**src/rtl/div.sv**
```systemverilog
// div: iterative 32-bit divider for the EX stage (DIV / DIVU).
//
// Ports
//   clk           pipeline clock, rising edge
//   rst           asynchronous reset, active low
//   signed_div_i  1 = signed (two's complement) divide, 0 = unsigned
//   opdata1_i     dividend, sampled on the accepting edge only
//   opdata2_i     divisor, sampled on the accepting edge only
//   start_i       divide request, held by EX until ready_o is seen
//   annul_i       flush of the in-flight divide
//   result_o      {remainder, quotient}; upper half to HI, lower half to LO
//   ready_o       result_o valid for the current request
//
// state    | meaning
// ---------+--------------------------------------------------------------
// S_FREE   | idle, outputs zero, waiting for start_i without annul_i
// S_BYZERO | divisor was zero; next edge reports a zero result
// S_ON     | one restoring shift-subtract step per edge, 32 steps
// S_END    | result held until EX drops start_i

module div (
    input  logic        clk,
    input  logic        rst,
    input  logic        signed_div_i,
    input  logic [31:0] opdata1_i,
    input  logic [31:0] opdata2_i,
    input  logic        start_i,
    input  logic        annul_i,
    output logic [63:0] result_o,
    output logic        ready_o
);

    typedef enum logic [1:0] {
        S_FREE   = 2'd0,
        S_BYZERO = 2'd1,
        S_ON     = 2'd2,
        S_END    = 2'd3
    } state_e;

    state_e      state_q;
    logic [5:0]  cnt_q;
    logic [64:0] work_q;
    logic [31:0] divisor_q;
    logic        signed_q;
    logic        sign1_q;
    logic        sign2_q;
    logic [63:0] result_q;
    logic        ready_q;

    logic [31:0] mag1;
    logic [31:0] mag2;
    logic [32:0] partial;
    logic        ge;
    logic [31:0] diff;
    logic [64:0] work_d;
    logic [31:0] quot;
    logic [31:0] rem;
    logic [31:0] quot_fix;
    logic [31:0] rem_fix;

    // Magnitudes of the incoming operands; DIVU uses them unchanged.
    always_comb begin
        mag1 = opdata1_i;
        mag2 = opdata2_i;
        if (signed_div_i && opdata1_i[31]) begin
            mag1 = ~opdata1_i + 32'd1;
        end
        if (signed_div_i && opdata2_i[31]) begin
            mag2 = ~opdata2_i + 32'd1;
        end
    end

    // Working register layout: [64:33] partial remainder, [32:1] dividend
    // bits still to consume followed by quotient bits, [0] newest quotient bit.
    // The compare uses all 33 bits of the shifted remainder so that divisors
    // with bit 31 set are handled correctly for DIVU.
    always_comb begin
        partial = work_q[64:32];
        ge      = (partial >= {1'b0, divisor_q});
        // Whenever ge holds the difference is below the divisor, so 32 bits suffice.
        diff    = partial[31:0] - divisor_q;
        work_d  = {work_q[63:0], 1'b0};
        if (ge) begin
            work_d = {diff, work_q[31:0], 1'b1};
        end
    end

    always_comb begin
        quot     = work_q[31:0];
        rem      = work_q[64:33];
        quot_fix = quot;
        rem_fix  = rem;
        if (signed_q && (sign1_q ^ sign2_q)) begin
            quot_fix = ~quot + 32'd1;
        end
        if (signed_q && sign1_q) begin
            rem_fix = ~rem + 32'd1;
        end
    end

    always_ff @(posedge clk or negedge rst) begin
        if (!rst) begin
            state_q   <= S_FREE;
            cnt_q     <= 6'd0;
            work_q    <= 65'd0;
            divisor_q <= 32'd0;
            signed_q  <= 1'b0;
            sign1_q   <= 1'b0;
            sign2_q   <= 1'b0;
            result_q  <= 64'd0;
            ready_q   <= 1'b0;
        end else begin
            case (state_q)
                S_FREE: begin
                    ready_q  <= 1'b0;
                    result_q <= 64'd0;
                    if (start_i && !annul_i) begin
                        signed_q  <= signed_div_i;
                        sign1_q   <= signed_div_i & opdata1_i[31];
                        sign2_q   <= signed_div_i & opdata2_i[31];
                        divisor_q <= mag2;
                        work_q    <= {32'd0, mag1, 1'b0};
                        cnt_q     <= 6'd0;
                        state_q   <= (opdata2_i == 32'd0) ? S_BYZERO : S_ON;
                    end
                end
                S_BYZERO: begin
                    if (annul_i) begin
                        state_q  <= S_FREE;
                        cnt_q    <= 6'd0;
                        ready_q  <= 1'b0;
                        result_q <= 64'd0;
                    end else begin
                        state_q  <= S_END;
                        ready_q  <= 1'b1;
                        result_q <= 64'd0;
                    end
                end
                S_ON: begin
                    if (annul_i) begin
                        state_q  <= S_FREE;
                        cnt_q    <= 6'd0;
                        ready_q  <= 1'b0;
                        result_q <= 64'd0;
                    end else if (cnt_q == 6'd32) begin
                        state_q  <= S_END;
                        ready_q  <= 1'b1;
                        result_q <= {rem_fix, quot_fix};
                    end else begin
                        work_q <= work_d;
                        cnt_q  <= cnt_q + 6'd1;
                    end
                end
                S_END: begin
                    // annul_i is ignored here; only the drop of start_i releases the result.
                    if (!start_i) begin
                        state_q  <= S_FREE;
                        ready_q  <= 1'b0;
                        result_q <= 64'd0;
                    end
                end
                default: begin
                    state_q <= S_FREE;
                end
            endcase
        end
    end

    assign result_o = result_q;
    assign ready_o  = ready_q;

endmodule

```
**config.mk**
```make
export PLATFORM = sky130hd
export DESIGN_NAME = div
export DESIGN_NICKNAME = d
export VERILOG_FILES = /design/src/rtl/div.sv
export SDC_FILE = /design/constraint.sdc
export NUM_CORES = 1
export LEC_CHECK = 0
export ABC_AREA = 1
export CAP_MARGIN = 20
export CORE_MARGIN = 10
export CORE_UTILIZATION = 43
export CTS_CLUSTER_SIZE = 30
export DETAILED_ROUTE_END_ITERATION = 7
export DONT_BUFFER_PORTS = 1
export GPL_ROUTABILITY_DRIVEN = 1
export PLACE_DENSITY = 0.62
export REMOVE_ABC_BUFFERS = 1
export SETUP_SLACK_MARGIN = 0.1
export SKIP_LAST_GASP = 1
export SYNTH_ARGS = -nofsm -noshare
export SYNTH_HDL_FRONTEND = slang
export SYNTH_SLANG_ARGS = --single-unit
```
**constraint.sdc**
```tcl
create_clock -name clk -period 2.4 [get_ports clk]
set_input_delay 0.48 -clock clk [delete_from_list [all_inputs] [get_ports clk]]
set_output_delay 0.48 -clock clk [all_outputs]
set_load 0.03 [all_outputs]
```
==> impl_metrics.ini <==
[status]
status = finished with violations
violations = hold timing

[setup_path]
worst_ep_required_time_ns = 2.74
cp_max_fo = 11
regToRegStartpoint = work_q[46]
worstPathArrival_ns = 2.60
crit_type = reg2reg
r2r_slack_ns = 0.13
worstRegToRegCells = 13
r2r_end = work_q[63]
end_kind = flop
cp-start-kind = flop

[yosys]
ys_ff_latch = 173
synth_ff_type = dfrtp_1
synth_area_um2 = 13300
synth.yosys.warnings = 0
synth_edf_count = 0
avgSynthCellArea_um2 = 6.30
async_flop_share_pct = 100
synth_seq_area_share_pct = 32.5
syn_inst = 2116
synth_cell_types = 40

[routing]
first_pass_iters = 5
drc = 0
wl_mm = 45.1
vias_per_cell = 5.32
wl_per_cell_um = 17.6
drtIter0Drc = 1165
num_vias = 13600
final_antenna_net_count = 0

[timing]
slew_violations = 0
skew_ns = 0.0149
period_minus_slack_ns = 2.27
relSlewSlack_pct = 66.3
fin_tns_setup_ns = 0
fmax_mhz = 441
hold_viol_final = 173
finalSetupViolCount = 0
rsz0062_at_grt = true
hold_ws_ns = -0.267
tightest_slew_ns = 0.505
finalCritPeriodShare_pct = 94.4

[clock_tree]
cts_root_buf = clkbuf_16
clk-insertion-delay-late_ns = 0.45
clk_pin_slew_ns = 0.07
h-tree-depth = 4
clock_path_buffers = 2
cts_num_sinks = 173
cts_inserted_buffers = 17
cts_tree = yes

[finish]
drive_above_1_share_pct = 10.3
final_common_cell = nand2_1
fin_nets = 2261
diodes = 0
layout_common_cells = 669 x nand2_1, 280 x inv_1, 208 x nand3_1
area_delta_synth_final_pct = 15.3
n_fill_cell = 3143

[flow_run]
cap_viol_max_count = 0

[grt]
grt_pass1_wl_mm = 70.1
grt_max_degree = 174
grt_pass1_vias = 12700
globalRouteTotalUtil_pct = 22.6
antenna_found_initial = 0
grt_overflow = 0

[die]
dieHeight_um = 196
die_width_um = 196
die_area_um2 = 38400
start_util_pct = 43.6
rows = 64
coreArea_um2 = 30600
io_pins = 134

[power]
power.density_nw_per_um2 = 1540
irDropWorstVdd_v = 0.000684
total_power_w = 0.0236
power.leakage_nw = 7.69

[placed_design]
dp_hpwl_mm = 34.6
io_buffers = 0
place_congestion = 0.972

[hold_path]
min_path_type = in2async
## cell families after synthesis
kind of cell             count (synthesis)  synth area share, %
AND/OR/NAND/NOR                       1173                 36.8
buffers and inverters                  370                 10.8
AO/OA/AOI/OAI                          302                 12.2
flip-flops                             173                 32.5
XOR/XNOR                                54                 3.55
adder cells (fa/ha/maj)                 44                 4.19
## cells in the mapped netlist (8+ instances only)
cell type,count,area share [%]
xnor2_1,17,1.1
o21ai_1,70,2.6
a21oi_1,92,3.5
o211ai_1,11,0.62
nand4_1,28,1.3
nor4_1,8,0.38
nor3_1,32,1.2
buf_2,23,0.86
nand3b_1,9,0.51
nand2_1,682,19
dfrtp_1,173,32
nand3_1,213,8.0
o21ai_0,99,3.7
clkbuf_1,34,0.96
xor2_1,37,2.4
inv_1,288,8.1
inv_2,15,0.42
nor2_1,180,5.1
ha_1,43,4.0
## registers in the layout, summed over array words and instances, names as in the netlist
| signal | cells |
|---|---|
| cnt_q | 6 |
| divisor_q | 32 |
| ready_o | 1 |
| result_o | 64 |
| sign1_q | 1 |
| sign2_q | 1 |
| signed_q | 1 |
| state_q | 2 |
| work_q | 65 |
## worst max-delay path, cell delays in order, from the launching register on
cell	delay, ns
dfrtp_2	0.46
ha_4	0.30
nand2_1	0.12
nor2_2	0.18
nand2_1	0.14
nor2_2	0.15
inv_2	0.07
nor2_4	0.13
nor2_4	0.06
nand2_4	0.12
buf_12	0.16
nand3_1	0.12
nand2_1	0.08
nand2_1	0.05
## area by class of cell
class	count	area, um^2	area share (%)
Clock buffer	17	425	2.77
Multi-Input combinational cell	1574	8110	52.8
Inverter	306	1150	7.48
Clock inverter	14	130	0.847
Timing Repair Buffer	76	703	4.58
Sequential cell	173	4340	28.3
Tap cell	396	495	3.23
## how the worst max path moves through the flow
stage                       from           end  slack [ns]  depth (start not counted)
floorplan             state_q[0]  result_o[38]       -1.92                         11
global placement      work_q[51]    work_q[58]       -0.16                         13
detailed placement    work_q[50]    work_q[58]       -0.14                         13
CTS                   work_q[52]    work_q[58]        0.07                         12
global route        divisor_q[4]    work_q[60]        0.01                         17
finish                work_q[46]    work_q[63]        0.13                         13
## metal layers
layer  global-route usage [%]  share of wire (%)  up-vias
met5                        0                  0        -
met4                     4.67                1.4        0
met3                     4.04                6.2       41
met2                     34.4                 44      394
met1                     32.7                 49     6315
li1                         -                  -     6837
## stage by stage
stage | area, um^2 | util, % | worst slack, ns | cells
detailed placement | 14100 | 46.1 | -0.142 | 2513
global route | 15400 | 50.2 | 0.0115 | 2556
finish | 15400 | 50.2 | 0.134 | 2556
global placement | 14100 | 46.1 | -0.158 | 2513
floorplan | 13000 | - | -1.92 | 2052
CTS | 14800 | 48.4 | 0.0738 | 2544
## power by group
| group | switching, W | leakage (nW) | internal [W] |
|---|---|---|---|
| clock network | 0.00136 | 0.271 | 0.00137 |
| registers | 0.00203 | 2.22 | 0.00412 |
| logic | 0.00923 | 5.19 | 0.00549 |
| total | 0.0126 | 7.69 | 0.0110 |
## timing repair
action,CTS,global route
setup buffers,0,9
pin swaps,0,9
cloned,0,3
hold endpoints to repair,173,173
resized for setup,24,86
endpoints found under the setup margin,35,41
No activity file was read; power rests on OpenSTA's default activity.
